### src/rtl/alu_seq_ctrl_if.sv
// Button inputs and display outputs of the ALU sequencer, grouped as one bundle.
// slave = sequencer side, master = board/bench side.
interface alu_seq_ctrl_if #(parameter int WIDTH = 8);
    logic             pb_zero;
    logic             pb_one;
    logic             pb_next;
    logic             pb_clear;
    logic [WIDTH-1:0] entry;
    logic [WIDTH-1:0] result;
    logic             carry;
    logic             zero;
    logic             err;
    logic [2:0]       state;
    logic             busy;
    logic             done;

    modport slave (
        input  pb_zero, pb_one, pb_next, pb_clear,
        output entry, result, carry, zero, err, state, busy, done
    );

    modport master (
        output pb_zero, pb_one, pb_next, pb_clear,
        input  entry, result, carry, zero, err, state, busy, done
    );
endinterface

### src/rtl/alu_seq_ctrl.sv
// Push-button operand/opcode sequencer and ALU execution controller.
// Optional feature macro: ALU_MUL_EN (opcode 7 = iterative shift-add multiply).
module alu_seq_ctrl #(
    parameter int WIDTH = 8
) (
    input  logic           hz100,
    input  logic           reset,
    alu_seq_ctrl_if.slave  bus
);
    typedef enum logic [2:0] {
        ENTER_A  = 3'd0,
        ENTER_B  = 3'd1,
        ENTER_OP = 3'd2,
        EXEC     = 3'd3,
        SHOW     = 3'd4
    } state_e;

    state_e           state_q, state_d;
    logic [3:0]       prev_q, pb, pulse;
    logic             clr, nxt, p0, p1, exec_fin;
    logic [WIDTH-1:0] entry_q, entry_d, a_q, a_d, b_q, b_d, result_q, result_d;
    logic [2:0]       op_q, op_d;
    logic             carry_q, carry_d, zero_q, zero_d, err_q, err_d, done_q, done_d;
    logic [WIDTH-1:0] alu_res;
    logic             alu_c, alu_err;

    // Rising edge = pressed this cycle and not last cycle.
    assign pb    = {bus.pb_clear, bus.pb_next, bus.pb_one, bus.pb_zero};
    assign pulse = pb & ~prev_q;
    assign clr   = pulse[3];
    assign nxt   = pulse[2];
    assign p1    = pulse[1];
    assign p0    = pulse[0];

`ifdef ALU_MUL_EN
    localparam int CW = (WIDTH > 1) ? $clog2(WIDTH) : 1;
    logic [CW-1:0]      cnt_q, cnt_d;
    logic [2*WIDTH-1:0] acc_q, acc_d, partial, mul_sum;
    logic               is_mul;

    assign is_mul   = (op_q == 3'd7);
    assign partial  = b_q[cnt_q] ? ({{WIDTH{1'b0}}, a_q} << cnt_q) : '0;
    assign mul_sum  = acc_q + partial;
    assign exec_fin = !is_mul || (cnt_q == CW'(WIDTH - 1));
`else
    assign exec_fin = 1'b1;
`endif

    always_ff @(posedge hz100 or negedge reset) begin
        if (!reset) state_q <= ENTER_A;
        else        state_q <= state_d;
    end

    always_comb begin
        state_d = state_q;
        case (state_q)
            ENTER_A:  if (nxt) state_d = ENTER_B;
            ENTER_B:  if (nxt) state_d = ENTER_OP;
            ENTER_OP: if (nxt) state_d = EXEC;
            EXEC:     if (exec_fin) state_d = SHOW;
            SHOW:     if (nxt) state_d = ENTER_A;
            default:  state_d = ENTER_A;
        endcase
        if (clr) state_d = ENTER_A;
    end

    always_comb begin
        alu_res = '0;
        alu_c   = 1'b0;
        alu_err = 1'b0;
        case (op_q)
            3'd0: {alu_c, alu_res} = {1'b0, a_q} + {1'b0, b_q};
            3'd1: begin alu_res = a_q - b_q; alu_c = (a_q < b_q); end
            3'd2: alu_res = a_q & b_q;
            3'd3: alu_res = a_q | b_q;
            3'd4: alu_res = a_q ^ b_q;
            3'd5: begin alu_res = {a_q[WIDTH-2:0], 1'b0}; alu_c = a_q[WIDTH-1]; end
            3'd6: begin alu_res = {1'b0, a_q[WIDTH-1:1]}; alu_c = a_q[0]; end
            default: begin
`ifdef ALU_MUL_EN
                alu_res = mul_sum[WIDTH-1:0];
                alu_c   = |mul_sum[2*WIDTH-1:WIDTH];
`else
                alu_err = 1'b1;
`endif
            end
        endcase
    end

    always_comb begin
        entry_d  = entry_q;
        a_d      = a_q;
        b_d      = b_q;
        op_d     = op_q;
        result_d = result_q;
        carry_d  = carry_q;
        zero_d   = zero_q;
        err_d    = err_q;
        done_d   = 1'b0;
`ifdef ALU_MUL_EN
        acc_d    = acc_q;
        cnt_d    = cnt_q;
`endif
        if (clr) begin
            entry_d  = '0;
            a_d      = '0;
            b_d      = '0;
            op_d     = '0;
            result_d = '0;
            carry_d  = 1'b0;
            zero_d   = 1'b0;
            err_d    = 1'b0;
`ifdef ALU_MUL_EN
            acc_d    = '0;
            cnt_d    = '0;
`endif
        end else begin
            case (state_q)
                ENTER_A, ENTER_B, ENTER_OP: begin
                    if (nxt) begin
                        if (state_q == ENTER_A)      a_d  = entry_q;
                        else if (state_q == ENTER_B) b_d  = entry_q;
                        else                         op_d = entry_q[2:0];
                        entry_d = '0;
                    end else if (p0 ^ p1) begin
                        entry_d = {entry_q[WIDTH-2:0], p1};
                    end
                end
                EXEC: begin
`ifdef ALU_MUL_EN
                    if (is_mul) begin
                        acc_d = mul_sum;
                        cnt_d = cnt_q + CW'(1);
                    end
`endif
                    if (exec_fin) begin
                        result_d = alu_res;
                        carry_d  = alu_c;
                        zero_d   = (alu_res == '0);
                        err_d    = alu_err;
                        done_d   = 1'b1;
`ifdef ALU_MUL_EN
                        // Leave the multiplier idle-clean for the next EXEC.
                        acc_d    = '0;
                        cnt_d    = '0;
`endif
                    end
                end
                default: ;
            endcase
        end
    end

    always_ff @(posedge hz100 or negedge reset) begin
        if (!reset) begin
            prev_q   <= '0;
            entry_q  <= '0;
            a_q      <= '0;
            b_q      <= '0;
            op_q     <= '0;
            result_q <= '0;
            carry_q  <= 1'b0;
            zero_q   <= 1'b0;
            err_q    <= 1'b0;
            done_q   <= 1'b0;
`ifdef ALU_MUL_EN
            acc_q    <= '0;
            cnt_q    <= '0;
`endif
        end else begin
            prev_q   <= pb;
            entry_q  <= entry_d;
            a_q      <= a_d;
            b_q      <= b_d;
            op_q     <= op_d;
            result_q <= result_d;
            carry_q  <= carry_d;
            zero_q   <= zero_d;
            err_q    <= err_d;
            done_q   <= done_d;
`ifdef ALU_MUL_EN
            acc_q    <= acc_d;
            cnt_q    <= cnt_d;
`endif
        end
    end

    always_comb begin
        bus.state  = state_q;
        bus.busy   = (state_q == EXEC);
        bus.done   = done_q;
        bus.entry  = entry_q;
        bus.result = result_q;
        bus.carry  = carry_q;
        bus.zero   = zero_q;
        bus.err    = err_q;
    end
endmodule
### src/flat_wrapper.sv
// flat-port wrapper written by rule: the top's interface ports become plain ports
module alu_seq_ctrl_flat 
#(
    parameter int WIDTH = 8
)
  (hz100, reset, bus_pb_zero, bus_pb_one, bus_pb_next, bus_pb_clear, bus_entry, bus_result, bus_carry, bus_zero, bus_err, bus_state, bus_busy, bus_done);
  alu_seq_ctrl_if #(.WIDTH(WIDTH)) bus_i ();
  input  logic hz100;
  input  logic reset;
  input wire logic [$bits(bus_i.pb_zero)-1:0] bus_pb_zero;
  input wire logic [$bits(bus_i.pb_one)-1:0] bus_pb_one;
  input wire logic [$bits(bus_i.pb_next)-1:0] bus_pb_next;
  input wire logic [$bits(bus_i.pb_clear)-1:0] bus_pb_clear;
  output wire logic [$bits(bus_i.entry)-1:0] bus_entry;
  output wire logic [$bits(bus_i.result)-1:0] bus_result;
  output wire logic [$bits(bus_i.carry)-1:0] bus_carry;
  output wire logic [$bits(bus_i.zero)-1:0] bus_zero;
  output wire logic [$bits(bus_i.err)-1:0] bus_err;
  output wire logic [$bits(bus_i.state)-1:0] bus_state;
  output wire logic [$bits(bus_i.busy)-1:0] bus_busy;
  output wire logic [$bits(bus_i.done)-1:0] bus_done;
  assign bus_i.pb_zero = bus_pb_zero;
  assign bus_i.pb_one = bus_pb_one;
  assign bus_i.pb_next = bus_pb_next;
  assign bus_i.pb_clear = bus_pb_clear;
  assign bus_entry = bus_i.entry;
  assign bus_result = bus_i.result;
  assign bus_carry = bus_i.carry;
  assign bus_zero = bus_i.zero;
  assign bus_err = bus_i.err;
  assign bus_state = bus_i.state;
  assign bus_busy = bus_i.busy;
  assign bus_done = bus_i.done;
  alu_seq_ctrl #(.WIDTH(WIDTH)) u_core (.hz100(hz100), .reset(reset), .bus(bus_i));
endmodule
### config.mk
export PLATFORM = sky130hd
export DESIGN_NAME = alu_seq_ctrl_flat
export DESIGN_NICKNAME = d
export VERILOG_FILES = /design/src/rtl/alu_seq_ctrl_if.sv /design/src/rtl/alu_seq_ctrl.sv /design/src/flat_wrapper.sv
export SDC_FILE = /design/constraint.sdc
export NUM_CORES = 1
export LEC_CHECK = 0
export ABC_AREA = 1
export BUFFER_PORTS_ARGS = -buffer_cell sky130_fd_sc_hd__buf_2
export CORE_MARGIN = 4
export CORE_UTILIZATION = 60
export CTS_BUF_LIST = sky130_fd_sc_hd__clkbuf_4 sky130_fd_sc_hd__clkbuf_8 sky130_fd_sc_hd__clkbuf_16
export DETAILED_ROUTE_END_ITERATION = 12
export GPL_TIMING_DRIVEN = 0
export PLACE_DENSITY = 0.8
export SLEW_MARGIN = 20
export SYNTH_ARGS = -nofsm -noshare
export SYNTH_HDL_FRONTEND = slang
export SYNTH_SLANG_ARGS = --single-unit
### constraint.sdc
create_clock -name hz100 -period 2.41 [get_ports hz100]
set_clock_uncertainty 0.15 [all_clocks]
set_input_delay 0.1205 -clock hz100 [delete_from_list [all_inputs] [get_ports hz100]]
set_output_delay 0.1205 -clock hz100 [all_outputs]
set_load 0.01 [all_outputs]
======== Yosys cells after proc, flatten, opt, wreduce, memory -nomap -nowiden ========
Cells that the tools add are included.
W data, S select, Z words.
word-level totals
  flip-flop bits (word level) ............. 46
  input port bits ......................... 6
  logic and storage cells ................. 89
operators by class
  add/sub/neg operators ................... 2
  magnitude comparators ................... 1
  equal/unequal tests ..................... 16
  muxes and demuxes ....................... 37
  bitwise logic cells ..................... 6
  reduce and logical (&&, ||, !) cells .... 16
operators with widths
  kind                  number
  $mux W8               15
  $pmux W8 S7           1
  $mux W3               10
  $pmux W3 S5           1
  $eq A3 B2 Y1 const B  4
  $eq A3 B3 Y1 const B  4
  $ne A3 B1 Y1 const B  4
  $reduce_and A4 Y1     3
  $reduce_bool A2 Y1    5
  $add A8 B8 Y9         1
  $mux W1               9
  $and A8 B8 Y8         1
  $logic_not A8 Y1      1
  $lt A8 B8 Y1          1
  $or A8 B8 Y8          1
  $sub A8 B8 Y8         1
  $xor A8 B8 Y8         1
  $reduce_or A7 Y1      1
  $eq A3 B1 Y1 const B  2
  $logic_not A3 Y1      2
  $and A4 B4 Y4         1
  $ne A2 B1 Y1 const B  2
  $not A4 Y4            1
  $pmux W1 S4           1
  other kinds (5)       5

======== Logic depth before layout (Yosys ltp) ========
  depth in word-level cells ............... 7
  depth in mapped cells ................... 15

======== Least setup slack after synthesis ========
OpenSTA, ideal clock, no wires.
  path type ............................... register to register
  from .................................... register u_core.a_q[0]
  to ...................................... register u_core.carry_q (netlist: u_core.bus.carry)
  arrival time ............................ 1749 ps
  required time ........................... 2144 ps
  setup slack ............................. 394 ps
  cell stages (with the launch flop) ...... 16
  buffers on the path ..................... 0
  cells stage by stage .................... dfrtp_1 -> inv_1 -> ha_1 -> fa_1 -> inv_1 -> nand2_1 -> nand2_1 -> nand4_1 -> nand2_1 -> nand2_1 -> nand2_1 -> nand2_1 -> nand2_1 -> nand3b_1 -> nand2_1 -> nand2_1
on the way
  longest elaborated chain between the ends .. 4
  elaborated cells on any way between the ends .. 5
  classes of those cells .................. 1 x add/sub; 1 x order compare; 3 x mux
ends and longest elaborated chain
  what                                           line                                    source
  from (decl)                                    alu_seq_ctrl.sv:21                      logic [WIDTH-1:0] entry_q, entry_d, a_q, a_d, b_q, b_d, result_q, result_d;
  from (signal assigned)                         alu_seq_ctrl.sv:158                     a_q <= '0;
  from (signal assigned)                         alu_seq_ctrl.sv:173                     a_q <= a_d;
  $add A8 B8 Y9 or $lt A8 B8 Y1 (tied branches)  alu_seq_ctrl.sv:72, alu_seq_ctrl.sv:73
  $pmux W1 S4 *                                  alu_seq_ctrl.sv:71                      case (op_q)
  $mux W1 *                                      alu_seq_ctrl.sv:118                     case (state_q)
  $mux W1 *                                      alu_seq_ctrl.sv:104                     if (clr) begin
  to (signal assigned)                           alu_seq_ctrl.sv:177                     carry_q <= carry_d;
  to (decl)                                      alu_seq_ctrl.sv:23                      logic carry_q, carry_d, zero_q, zero_d, err_q, err_d, done_q, done_d;
Mark *: on every way between the ends. The rest lies on a longest branch, timed or not. The select of a mux whose other input is x is not followed.
A chain may end at the register's enable or synchronous reset.

======== Worst setup path in the final report ========
Same ends and word-level chain as after synthesis.

==> flow_summary.yaml <==
drt:
  routed_via_density: 5.288
  wl_per_cell_um: 13.30
  post-route-drc-count: 0
  first_pass_iters: 4
  drtIter0Drc: 247
  vias: 2993
  drt-total-wl_um: 7525
  ant_nets: 0
global_route:
  grtUsageTotal_pct: 25.82
  antenna_found_initial: 0
  grt-ovfl-total: 0
  grt_pass1_vias: 2805
  grt_max_degree: 47
  grt_pass1_wl_um: 13070
synth:
  synth.mux.area_fraction_pct: 0
  ys_ff_latch: 46
  synth.avg_cell_area_um2: 7.086
  synth_cells: 454
  synth_top_family_by_area: "simple AND/OR/NAND/NOR gates"
  synth.area.top_cells: "dfrtp_1 36%, nand2_1 13%, ha_1 9.3%"
  synth_top_area_share_pct: 35.78
  syn_nets: 486
  yosys_warnings: 0
  netlist_area_um2: 3217
  synth_compound_area_share_pct: 11.24
  synthSimpleGateAreaFrac_pct: 31.12
  synth_xor_area_share_pct: 0.5445
  yosysUniqueCellTypes: 27
  yosysTopAreaCell: "dfrtp_1"
  synth_fa_ha_area_share_pct: 10.58
  yosysSeqAreaShare_pct: 35.78
setup_path:
  reg2reg_slack_ps: 160
  r2r-end: "u_core.bus.carry$_DFFE_PN0P_"
  cp.arrival_ps: 2310
  critPathKind: "reg2reg"
  endpoint_kind: "register"
  crit_path_start_kind: "register"
  cp.required_ps: 2470
  startpoint: "u_core.a_q[0]$_DFFE_PN0P_"
  reg2regPathDepth: 15
  endpoint: "u_core.bus.carry$_DFFE_PN0P_"
  crit_fanout: 4
  reg2reg_from: "u_core.a_q[0]$_DFFE_PN0P_"
cts:
  root_buffer: "clkbuf_8"
  clk_latency_ps: 300
  htree_levels: 2
  tritoncts: "done"
  cts_setup_buffers: 0
  cts_buffers: 5
  path_clk_slew_ps: 90
  clk_path_buf_depth: 2
  numClockSinks: 46
pwr:
  power_frac_comb_pct: 50.7
  powerDensity_nw_per_um2: 839.1
  p_clk_share_pct: 15.8
  ir_worst_vdd_uv: 551.4
  intPower_uw: 1645
  leakage_uw: 0.001939
  switching_share_pct: 45.65
  p_sw_uw: 1382
  pwr-share-seq_pct: 33.5
placed_design:
  routabilityCongestion: 0.9173
  placed_cells: 553
  portBuffers: 29
  dp_hpwl_um: 5873
timing:
  min_period_ps: 2254
  drv_slew: 0
  fmax_mhz: 443.7
  timing.hold.ws_ps: 200.5
  maxSlewHeadroom_pct: 61.57
  rsz0062_at_grt: "false"
  hold_viol_final: 0
  final.setup.tns_ps: 0
  finalCritPeriodShare_pct: 93.52
  tightest_slew_ps: 576.4
  final-setup-viol-count: 0
outcome:
  status: "complete, no violations"
finish:
  final_common_cell: "nand2_1"
  drive_above_1_share_pct: 13.91
  synthToLayoutAreaGrowth_pct: 12.14
  fin_nets: 527
  final_cells: 566
  n_antenna_cell: 0
  final_cell_mix: "113 x nand2_1, 65 x inv_1, 46 x dfrtp_1"
die:
  start_util_pct: 62.59
  rows: 26
  die_w_um: 81.22
  die_area_um2: 6597
  fp.coreArea_um2: 5140
  ios: 30
  die_y_um: 81.22
worst_hold_path:
  hp-class: "in2async"
run:
  drv_cap: 0
## state kept, by name, indices dropped and copies added, names as in the netlist, 3 cells and up
signal             flops
u_core.a_q             8
u_core.b_q             8
u_core.bus.entry       8
u_core.bus.result      8
u_core.prev_q          4
u_core.bus.state       3
u_core.op_q            3
## worst max-delay path, stage by stage (launching register included)
cell and delay, ps:
dfrtp_1 400, inv_2 80, ha_2 200, fa_1 470
inv_1 80, nand2_1 50, nand2_1 90, nand4_1 120
nand2_1 90, nand2_1 60, nand2_1 60, nand2_1 40
nand2_1 50, nand3b_1 80, nand2_1 90, nand2_1 50
## power groups by stage
| stage | Combinational [µW] | Clock [µW] | Sequential [µW] |
|---|---|---|---|
| after floorplan | 1080 | 0 | 1050 |
| after global placement | 1470 | 0 | 1020 |
| after detailed placement | 1500 | 0 | 1030 |
| after CTS | 1520 | 481 | 1010 |
| after global routing | 1750 | 511 | 1040 |
| final | 1530 | 479 | 1010 |
## synth_stat cells
cell type    n
nor3_1       3
o21ai_1      2
clkbuf_1     1
a21oi_1     12
nor2_4       1
nor2_2       3
nor2_1      45
inv_1       66
buf_2       12
nand4_1     16
xnor2_1      2
ha_1        24
o22ai_1      5
a21o_1       2
nand2_1    113
nor3b_1      1
o31ai_1      1
buf_4        2
dfrtp_1     46
inv_2        5
nand3_2      1
o21ai_0     39
nand3b_1     2
fa_1         2
a22oi_4      1
nand3_1     46
o31ai_4      1
## per-stage QoR
| stage | utilization [%] | instance area, µm² | total power (µW) | setup slack (ps) |
|---|---|---|---|---|
| final | 70.18 | 3607 | 3027 | 156.3 |
| after global routing | 70.18 | 3607 | 3297 | 16.08 |
| after CTS | 69.84 | 3590 | 3010 | 51.46 |
| after detailed placement | 67.11 | 3450 | 2529 | 75.24 |
| after global placement | 67.11 | 3450 | 2494 | 134.6 |
| after floorplan | - | 3217 | 2129 | 394.1 |
## area by class of cell
class | count | area, µm²
Buffer | 15 | 78.83
Clock buffer | 6 | 76.32
Clock inverter | 2 | 13.76
Fill cell | 471 | 1533
Inverter | 71 | 266.5
Multi-Input combinational cell | 322 | 1735
Sequential cell | 46 | 1151
Tap cell | 70 | 87.58
Timing Repair Buffer | 34 | 197.7
## per-layer routing
metal	share of wire [%]	vias up	GRT usage, %
li1	-	1537	-
met1	47	1375	35.49
met2	48	75	43.19
met3	5.0	6	3.991
met4	0.64	0	5.574
met5	0	-	0
## what timing repair did
| item | in CTS | in global routing |
|---|---|---|
| hold buffers | 5 | 0 |
| endpoints found under the setup margin | 0 | 3 |
| hold endpoints to repair | 50 | 0 |
| gates resized for setup | 0 | 6 |
## kinds of logic (layout without fill, tap and decap cells)
family,after synthesis,after routing
compound gates,63,63
fa+ha+maj,26,26
xor+xnor,2,2
simple gates,231,231
flops,46,46
buf+inv,86,128
## worst min path at each step
stage	slack (ps)	depth (start not counted)	end
3_3_place_gp	90	1	u_core.prev_q[1]$_DFF_PN0_
2_1_floorplan	-330	0	u_core.a_q[0]$_DFFE_PN0P_
3_5_place_dp	90	1	u_core.prev_q[3]$_DFF_PN0_
5_1_grt	250	2	u_core.bus.carry$_DFFE_PN0P_
4_1_cts	310	2	u_core.prev_q[1]$_DFF_PN0_
6_report	200	2	u_core.bus.carry$_DFFE_PN0P_
Note: power is estimated with default switching activity, not from simulation.
